`src/rtl/double_buffer_ctrl_pkg.sv`:
```
// Shared types for the ping-pong buffer stream controller.
//   rd_state_t   : read-side FSM state encoding
//   skid_entry_t : one read-return skid entry {data, last}
// Skid entries are sized for the widest supported word (DBUF_MAX_DATA_WIDTH);
// narrower DATA_WIDTH builds zero-extend into the entry and slice back out.
package double_buffer_ctrl_pkg;

    localparam int DBUF_MAX_DATA_WIDTH = 64;

    typedef enum logic [1:0] {
        R_IDLE  = 2'd0,
        R_READ  = 2'd1,
        R_DRAIN = 2'd2
    } rd_state_t;

    typedef struct packed {
        logic [DBUF_MAX_DATA_WIDTH-1:0] data;
        logic                           last;
    } skid_entry_t;

endpackage

```
`src/rtl/double_buffer_ctrl_skid.sv`:
```
// dbuf_skid: 2-entry FIFO catching read data returning from the buffer.
// Ports:
//   clk, rst_n  : clock, synchronous active-low reset
//   push        : write push_entry this cycle
//   pop         : drop the head entry this cycle
//   push_entry  : entry to store
//   head        : oldest stored entry
//   count       : occupancy 0..2
// The caller guarantees no push when full without a simultaneous pop and no
// pop when empty.
module dbuf_skid
    import double_buffer_ctrl_pkg::*;
(
    input  logic        clk,
    input  logic        rst_n,
    input  logic        push,
    input  logic        pop,
    input  skid_entry_t push_entry,
    output skid_entry_t head,
    output logic [1:0]  count
);

    skid_entry_t mem [2];
    logic        wr_ptr;
    logic        rd_ptr;

    always_ff @(posedge clk) begin
        if (!rst_n) begin
            mem[0] <= '0;
            mem[1] <= '0;
            wr_ptr <= 1'b0;
            rd_ptr <= 1'b0;
            count  <= 2'd0;
        end else begin
            if (push) begin
                mem[wr_ptr] <= push_entry;
                wr_ptr      <= ~wr_ptr;
            end
            if (pop) begin
                rd_ptr <= ~rd_ptr;
            end
            // push and pop together leave the occupancy unchanged
            count <= count + 2'(push) - 2'(pop);
        end
    end

    assign head = mem[rd_ptr];

endmodule

```
`src/rtl/double_buffer_ctrl.sv`:
```
// double_buffer_ctrl: stream-side controller for a ping-pong frame buffer.
// Writes FRAME_LEN-word frames from the input stream into the write bank,
// streams the completed frame out of the read bank, and requests a bank swap
// when the write bank is full and every read of the current frame is issued.
// Ports:
//   clk, rst_n                      : clock, synchronous active-low reset
//   in_valid/in_ready/in_data       : input word stream
//   out_valid/out_ready/out_data    : output word stream
//   out_last                        : marks the final word of each frame
//   buf_switch_banks                : one-cycle bank swap request
//   buf_wen/buf_wadr/buf_wdata      : buffer write port (0-cycle write)
//   buf_ren/buf_radr/buf_rdata      : buffer read port (rdata 1 cycle later)
// Optional build macro DBUF_CTRL_STATS_EN adds:
//   frame_count : 16-bit count of out_last handshakes (wraps)
//   in_stall    : sticky, set when in_valid is refused
//
// state   | meaning
// R_IDLE  | no frame held in the read bank
// R_READ  | issuing reads of the held frame
// R_DRAIN | all reads issued, skid / in-flight words may remain
module double_buffer_ctrl
    import double_buffer_ctrl_pkg::*;
#(
    parameter int DATA_WIDTH      = 64,
    parameter int BANK_ADDR_WIDTH = 7,
    parameter int FRAME_LEN       = 128
) (
    input  logic                       clk,
    input  logic                       rst_n,
    input  logic                       in_valid,
    output logic                       in_ready,
    input  logic [DATA_WIDTH-1:0]      in_data,
    output logic                       out_valid,
    input  logic                       out_ready,
    output logic [DATA_WIDTH-1:0]      out_data,
    output logic                       out_last,
    output logic                       buf_switch_banks,
    output logic                       buf_wen,
    output logic [BANK_ADDR_WIDTH-1:0] buf_wadr,
    output logic [DATA_WIDTH-1:0]      buf_wdata,
    output logic                       buf_ren,
    output logic [BANK_ADDR_WIDTH-1:0] buf_radr,
    input  logic [DATA_WIDTH-1:0]      buf_rdata
`ifdef DBUF_CTRL_STATS_EN
    ,
    output logic [15:0]                frame_count,
    output logic                       in_stall
`endif
);

    localparam int               CNT_W    = BANK_ADDR_WIDTH + 1;
    localparam logic [CNT_W-1:0] LAST_IDX = CNT_W'(FRAME_LEN - 1);

    rd_state_t        state;
    rd_state_t        state_nxt;
    logic [CNT_W-1:0] wcnt;
    logic [CNT_W-1:0] rcnt;
    logic             wr_full;
    logic             wr_hs;
    logic             swap;
    logic             issue;
    logic             issue_last;
    logic             inflight;
    logic             inflight_last;
    logic             pop;
    logic [1:0]       occ;
    skid_entry_t      skid_in;
    skid_entry_t      skid_head;

    // ---------------- write side ----------------
    assign in_ready  = rst_n & ~wr_full;
    assign wr_hs     = in_valid & in_ready;
    assign buf_wen   = wr_hs;
    assign buf_wadr  = rst_n ? wcnt[BANK_ADDR_WIDTH-1:0] : '0;
    assign buf_wdata = rst_n ? in_data : '0;

    // ---------------- read FSM ----------------
    always_ff @(posedge clk) begin
        if (!rst_n) begin
            state <= R_IDLE;
        end else begin
            state <= state_nxt;
        end
    end

    always_comb begin
        state_nxt  = state;
        swap       = 1'b0;
        issue      = 1'b0;
        issue_last = 1'b0;
        if (rst_n) begin
            swap = wr_full & ((state == R_IDLE) | (state == R_DRAIN));
            // keep skid occupancy plus in-flight reads within the 2 skid slots
            issue = (state == R_READ) &&
                    (({1'b0, occ} + {2'b0, inflight}) < (3'd2 + {2'b0, pop}));
            issue_last = issue & (rcnt == LAST_IDX);
        end
        case (state)
            R_IDLE: begin
                if (swap) state_nxt = R_READ;
            end
            R_READ: begin
                if (issue_last) state_nxt = R_DRAIN;
            end
            R_DRAIN: begin
                if (swap) begin
                    state_nxt = R_READ;
                end else if ((occ == 2'd0) && !inflight) begin
                    state_nxt = R_IDLE;
                end
            end
            default: state_nxt = R_IDLE;
        endcase
    end

    // ---------------- counters ----------------
    always_ff @(posedge clk) begin
        if (!rst_n) begin
            wcnt          <= '0;
            rcnt          <= '0;
            wr_full       <= 1'b0;
            inflight      <= 1'b0;
            inflight_last <= 1'b0;
        end else begin
            inflight      <= issue;
            inflight_last <= issue_last;
            // swap needs wr_full, so it never coincides with a write handshake
            if (swap) begin
                wcnt    <= '0;
                rcnt    <= '0;
                wr_full <= 1'b0;
            end else begin
                if (wr_hs) begin
                    wcnt <= wcnt + 1'b1;
                    if (wcnt == LAST_IDX) wr_full <= 1'b1;
                end
                if (issue) rcnt <= rcnt + 1'b1;
            end
        end
    end

    assign buf_switch_banks = swap;
    assign buf_ren          = issue;
    assign buf_radr         = rst_n ? rcnt[BANK_ADDR_WIDTH-1:0] : '0;

    // ---------------- read return skid ----------------
    assign skid_in.data = DBUF_MAX_DATA_WIDTH'(buf_rdata);
    assign skid_in.last = inflight_last;

    dbuf_skid u_skid (
        .clk        (clk),
        .rst_n      (rst_n),
        .push       (inflight),
        .pop        (pop),
        .push_entry (skid_in),
        .head       (skid_head),
        .count      (occ)
    );

    assign out_valid = rst_n & (occ != 2'd0);
    assign pop       = out_valid & out_ready;
    assign out_data  = rst_n ? skid_head.data[DATA_WIDTH-1:0] : '0;
    assign out_last  = out_valid & skid_head.last;

`ifdef DBUF_CTRL_STATS_EN
    always_ff @(posedge clk) begin
        if (!rst_n) begin
            frame_count <= 16'd0;
            in_stall    <= 1'b0;
        end else begin
            if (pop && skid_head.last) frame_count <= frame_count + 16'd1;
            if (in_valid && !in_ready) in_stall <= 1'b1;
        end
    end
`else
    // statistics logic absent in this build
`endif

endmodule

```
`config.mk`:
```
export PLATFORM = sky130hd
export DESIGN_NAME = double_buffer_ctrl
export DESIGN_NICKNAME = d
export VERILOG_FILES = /design/src/rtl/double_buffer_ctrl_pkg.sv /design/src/rtl/double_buffer_ctrl_skid.sv /design/src/rtl/double_buffer_ctrl.sv
export SDC_FILE = /design/constraint.sdc
export NUM_CORES = 1
export LEC_CHECK = 0
export CORE_ASPECT_RATIO = 1.5
export CORE_MARGIN = 2
export CORE_UTILIZATION = 45
export CTS_BUF_LIST = sky130_fd_sc_hd__clkbuf_16
export CTS_CLUSTER_DIAMETER = 40
export DETAILED_ROUTE_END_ITERATION = 16
export HOLD_SLACK_MARGIN = 0.03
export PLACE_DENSITY = 0.81
export SLEW_MARGIN = 30
export SYNTH_ARGS = -nofsm -noshare
export SYNTH_HDL_FRONTEND = slang
export SYNTH_SLANG_ARGS = --single-unit
```
`constraint.sdc`:
```
create_clock -name clk -period 6.5 [get_ports clk]
set_clock_uncertainty 0.2 [all_clocks]
set_input_delay 0.65 -clock clk [delete_from_list [all_inputs] [get_ports clk]]
set_output_delay 0.65 -clock clk [all_outputs]
set_load 0.01 [all_outputs]
```
==> results of run 1 <==
[state kept, by name (all words and copies together), names as in the netlist, named ones only]
name / count
inflight: 1
inflight_last: 1
rcnt: 8
state: 2
u_skid.count: 2
u_skid.mem: 130
u_skid.rd_ptr: 1
u_skid.wr_ptr: 1
wcnt: 8
wr_full: 1
[kinds of logic (layout without fill, tap and decap cells)]
logic type / count (synthesis) / count (layout)
mux: 68 / 68
compound gates: 24 / 24
simple gates: 331 / 331
buf+inv: 50 / 323
xor+xnor: 9 / 9
other cells: 0 / 1
flops: 156 / 156
fa+ha+maj: 6 / 6
[layer usage]
| metal | wire (um) | vias up | GRT usage, % |
|---|---|---|---|
| li1 | - | 2709 | - |
| met4 | 509 | 0 | 8.98 |
| met2 | 10200 | 178 | 38.1 |
| met3 | 1050 | 28 | 5.35 |
| met5 | 0 | - | 0 |
| met1 | 7060 | 2668 | 23.8 |
[cell type report]
class	count	share of cell area (%)
multi-input cells	438	27.3
inverters	8	0.269
flip-flops and latches	156	39.6
diodes	1	0.0224
clock inverters	13	0.907
repair buffers	283	25.3
clock buffers	19	4.26
well taps	210	2.35
[power by group through the flow]
stage               registers [mW]  clock network, mW  logic, mW
floorplan                     1.14                  0     0.0796
global placement              1.14                  0      0.250
detailed placement            1.14                  0      0.252
CTS                           1.12              0.970      0.254
global route                  1.12               1.01      0.268
finish                        1.12              0.952      0.251
[worst min-delay path by stage]
stage          slack [ps]    start  endpoint  depth (start not counted)
2_1_floorplan         250  rcnt[7]   rcnt[7]                          2
3_3_place_gp          260  rcnt[7]   rcnt[7]                          2
3_5_place_dp          270  rcnt[7]   rcnt[7]                          2
4_1_cts               280  rcnt[7]   rcnt[7]                          2
5_1_grt               290  rcnt[7]   rcnt[7]                          2
6_report              280  rcnt[7]   rcnt[7]                          2
[worst reg2reg max path: stages (launching register included)]
cell,delay [ps]
dfxtp_1,480
and3_4,640
nand2b_4,880
[cells in the final DEF, fill, tap and decap left out, types with 5 or more instances in the layout]
cell and n:
nor2_1 10, clkbuf_16 19, dfxtp_1 25, a21oi_1 8, and2_1 211, nand2_1 10
nand4_1 5, mux2i_1 68, xnor2_1 6, o21ai_0 5, clkdlybuf4s50_1 278, inv_1 9
nor2b_1 68, edfxtp_1 130, ha_1 6
[through the flow]
stage	std cells	util [%]	hold WS, ps	setup slack, ps	power, mW
floorplan	644	-	247	686	1.22
global placement	1095	63.4	256	2860	1.39
detailed placement	1095	63.4	267	2820	1.39
CTS	1127	66.9	279	2810	2.34
global route	1128	66.9	295	2790	2.39
finish	1128	66.9	282	2920	2.32
==> flow_metrics.py, run 1 <==
metrics = {
    "yosys": {
        "synth_cells": 644,
        "syn_avg_cell_area_um2": 11.9,
        "synth.distinct_cells": 35,
        "syn_area_mm2": 0.00763,
        "netlist_top_cells_count": "211 x and2_1, 130 x edfxtp_1, 68 x mux2i_1, 68 x nor2b_1, 37 x clkbuf_1",
        "yosysTopAreaCellShare_pct": 51.1,
        "synth_fa_ha_area_share_pct": 0.984,
        "ys_seq_elements": 156,
        "synth-compound-area-share_pct": 1.90,
        "synthSimpleGateAreaFrac_pct": 26.7,
        "synth.area.top_cells": "edfxtp_1 51%, and2_1 17%, mux2i_1 8.9%, dfxtp_1 6.8%, nor2b_1 5.6%",
        "yosysMostFrequentCell": "and2_1",
        "muxShareOfSynthArea_pct": 8.92,
        "synth_top_flop_cell": "edfxtp_1",
        "syn_nets": 782,
        "synth_edf_count": 130,
        "yosys.area.top_type": "edfxtp_1",
        "synthXorXnorAreaFrac_pct": 1.03,
        "synth_top_family_by_area": "simple AND/OR/NAND/NOR gates",
        "yosysWarnings": 0,
        "ys_async_sr_fraction_pct": 0,
        "ys_seq_area_share_pct": 58.0,
    },
    "place": {
        "hpwlAfterDp_um": 12800,
        "io_buffers": 279,
        "routabilityCongestion": 0.835,
        "dpl_cell_area_mm2": 0.0106,
    },
    "routing": {
        "via_per_inst": 4.95,
        "first_pass_iters": 6,
        "routedWlPerCell_um": 16.7,
        "num_vias": 5583,
        "drc": 0,
        "detail-route-antenna-nets": 0,
        "drtIter0Drc": 196,
        "drt_wl_total_um": 18800,
    },
    "worst_setup_path": {
        "cp_max_fo": 38,
        "cp-endpoint": "out_data[1]",
        "cp-start-kind": "register",
        "path_cells": "buf_4 -> mux2i_1 -> nor2b_1 -> clkdlybuf4s50_1",
        "criticalPathCategory": "reg2out",
        "critPathMaxStageDelay_ps": 660,
        "r2r_end": "u_skid.mem[1][50]",
        "end_kind": "output port",
        "crit_cells": 4,
        "reg2regPathDepth": 2,
        "reg2reg_slack_ps": 3870,
        "cp_num_buf_inv": 2,
        "crit_slowest_cell": "dfxtp_4",
        "cp_top_family": "buffers and inverters",
        "r2r_start": "u_skid.wr_ptr",
        "cp.required_ps": 5650,
        "crit_arrival_ps": 2730,
    },
    "hold_path": {
        "hold_class": "reg2reg",
    },
    "pwr": {
        "power.density_mw_per_mm2": 208,
        "leakage_nw": 3.96,
        "power_frac_seq_pct": 48.1,
        "p_int_mw": 1.80,
        "power_switching_uw": 514,
        "irDropWorstVdd_mv": 0.151,
        "sw_frac_of_total_pct": 22.2,
        "share_comb_of_total_power_pct": 10.8,
        "p_clk_share_pct": 41.1,
    },
    "clocking": {
        "cts_setup_buffers": 0,
        "clockRootBuffer": "clkbuf_16",
        "cts_tree": "done",
        "clockBufferDepth": 2,
        "cts-buffers-inserted": 17,
        "htreeDepth": 4,
        "clkLatencyLatePin_ps": 410,
        "cts_resized": 0,
        "cts.sinks": 156,
        "cts_hold_buf": 0,
        "clk_pin_slew_worst_paths_ps": 60,
    },
    "finish": {
        "drive_above_1_share_pct": 5.02,
        "nets": 1042,
        "areaGrowthSynthToFinish_pct": 46.4,
        "final_area_mm2": 0.0112,
        "final-seq-area_mm2": 0.00443,
        "multi_input_area_mm2": 0.00305,
        "n_fill_cell": 1274,
    },
    "grt": {
        "grt_max_degree": 142,
        "gr-usage-all-layers_pct": 21.4,
        "antenna_found_initial": 1,
        "grt_pass1_wl_um": 29000,
        "grt_pass1_vias": 5596,
        "grt_overflow": 0,
    },
    "timing": {
        "rsz0062_at_grt": "no",
        "relSlewSlack_pct": 36.5,
        "timing.final.crit_share_pct": 55.0,
        "timing_max_transition_violations_final": 0,
        "setup_viol": 0,
        "fmax_ghz": 0.279,
        "worst_pin_slew_ps": 953,
        "min_period_ps": 3580,
        "hold_viol": 0,
        "setup_tns_ps": 0,
    },
    "floorplan": {
        "ios": 280,
        "fp.coreArea_mm2": 0.0167,
        "die_h_um": 164,
        "dieArea_mm2": 0.0180,
        "start_util_pct": 45.7,
        "num_rows": 58,
        "fp.dieW_um": 110,
    },
    "job": {
        "maxCapViolations": 0,
    },
    "outcome": {
        "outcome": "completed",
    },
}
(Power assumes the default switching activity.)
==> run 2, diff against run 1 <==
Clock period 6.5 ns to 3.4 ns, I/O delays scaled along.
==> run 2 against run 1 <==
Effect of this change: final cell count is 0.89% higher; combinational power is 94% higher; hold slack worse by 75 ps; setup slack worse by 2400 ps; design area is 0.89% higher; non-clock buffer count is 9 higher; sequential power is 90% higher; critical path type unchanged; largest power group unchanged.
==> flow_metrics.py, run 2 (synthesis gave the netlist of run 1 again) <==
metrics = {
    "grt": {
        "grt_pass1_vias": 5624,
        "gr-usage-all-layers_pct": 21.3,
        "antenna_found_initial": 1,
        "grt_overflow": 0,
        "grt_max_degree": 56,
        "grt_pass1_wl_um": 29100,
    },
    "finish": {
        "areaGrowthSynthToFinish_pct": 47.7,
        "layout_commonest_cell": "clkdlybuf4s50_1",
        "regMostFlops": "u_skid.mem",
        "largest_reg_flops": 130,
        "final_area_mm2": 0.0113,
        "finalNonFillerCells": 1138,
        "largest_registers": "u_skid.mem: 130 flops, rcnt: 8 flops, wcnt: 8 flops",
        "drive_above_1_share_pct": 5.83,
        "n_fill_cell": 1303,
        "layout_common_cells": "278 x clkdlybuf4s50_1, 211 x and2_1, 130 x edfxtp_1",
        "utilization_pct": 67.5,
        "nets": 1051,
    },
    "routing": {
        "via_per_inst": 4.85,
        "routedWlPerCell_um": 16.7,
        "drc": 0,
        "first_pass_iters": 4,
        "detail-route-antenna-nets": 0,
        "num_vias": 5518,
        "drtIter0Drc": 240,
        "drt_wl_total_um": 19000,
    },
    "place": {
        "dpl_cell_area_mm2": 0.0107,
        "place_ws_ps": 806,
        "io_buffers": 279,
        "routabilityCongestion": 0.821,
        "hpwlAfterDp_um": 13900,
        "dp_cells": 1104,
    },
    "clocking": {
        "clockRootBuffer": "clkbuf_16",
        "cts_tree": "done",
        "clockBufferDepth": 2,
        "cts_resized": 0,
        "htreeDepth": 4,
        "cts-buffers-inserted": 17,
        "clkLatencyLatePin_ps": 410,
        "cts.sinks": 156,
        "cts_hold_buf": 0,
        "clk_pin_slew_worst_paths_ps": 60,
        "cts_setup_buffers": 0,
    },
    "job": {
        "maxCapViolations": 0,
    },
    "timing": {
        "rsz0062_at_grt": "no",
        "hold_viol": 0,
        "fin_ws_ps": 510,
        "min_period_ps": 2890,
        "worst_pin_slew_ps": 641,
        "holdWs_ps": 207,
        "fmax_ghz": 0.346,
        "setup_viol": 0,
        "setup_tns_ps": 0,
        "timing.final.crit_share_pct": 85.0,
        "relSlewSlack_pct": 57.1,
        "timing_max_transition_violations_final": 0,
    },
    "floorplan": {
        "die_h_um": 164,
        "fp.coreArea_mm2": 0.0167,
        "fp.dieW_um": 110,
        "start_util_pct": 45.7,
        "num_rows": 58,
        "ios": 280,
        "dieArea_mm2": 0.0180,
    },
    "worst_setup_path": {
        "criticalPathCategory": "reg2out",
        "cp.required_ps": 2860,
        "cp-start-kind": "register",
        "cp_max_fo": 18,
        "end_kind": "output port",
        "crit_arrival_ps": 2350,
    },
    "pwr": {
        "sw_frac_of_total_pct": 22.9,
        "leakage_nw": 4.02,
        "power.density_mw_per_mm2": 389,
        "p_int_mw": 3.38,
        "irDropWorstVdd_mv": 0.295,
        "p_clk_share_pct": 40.3,
        "share_comb_of_total_power_pct": 11.1,
        "power_switching_mw": 1.01,
        "power_mw": 4.39,
        "power_frac_seq_pct": 48.6,
    },
    "hold_path": {
        "hold_class": "in2reg",
    },
    "outcome": {
        "outcome": "completed",
    },
}
==> run 2: changes by cell type in the layout (fill, tap and decap cells not counted), moves of 2 or more <==
cell,change
clkbuf_16,-2
inv_8,+4
buf_4,+6
buf_12,+3
==> run 2: path summary, 6_finish.rpt <==
kind         startpoint        to  slack (ps)  cells past startpoint
min               rst_n  register         210                      2
min reg2reg     rcnt[7]   rcnt[7]         280                      2
max            inflight   buf_ren         510                      5
max reg2reg    inflight   rcnt[7]        1220                      5
==> run 2: cell type report <==
cell class	count	area [um2]	area share (%)
inverter	8	30.0	0.266
antenna	2	5.00	0.0444
tap	210	263	2.33
clock buffer	17	425	3.77
clock inverter	15	130	1.15
timing repair buffer	292	2950	26.1
multi-input combinational	438	3050	27.0
sequential	156	4430	39.3
==> run 2: routing by layer <==
layer	GRT usage, %	share of wire [%]	vias to the layer above
li1	-	-	2731
met1	24.0	38	2595
met2	38.4	54	168
met3	5.47	5.6	24
met4	7.10	1.8	0
met5	0	0	-
==> run 2: critical path: stages, from the launching register on <==
cell	delay, ps
dfxtp_1	370
ha_1	220
ha_1	270
o31a_1	480
nor2_1	100
clkdlybuf4s50_1	500
==> run 2: power groups by stage <==
stage	Sequential, mW	Clock (mW)	Combinational (mW)
global placement	2.17	0	0.482
CTS	2.13	1.81	0.494
global route	2.14	1.88	0.523
finish	2.13	1.77	0.487
detailed placement	2.17	0	0.491
floorplan	2.17	0	0.153
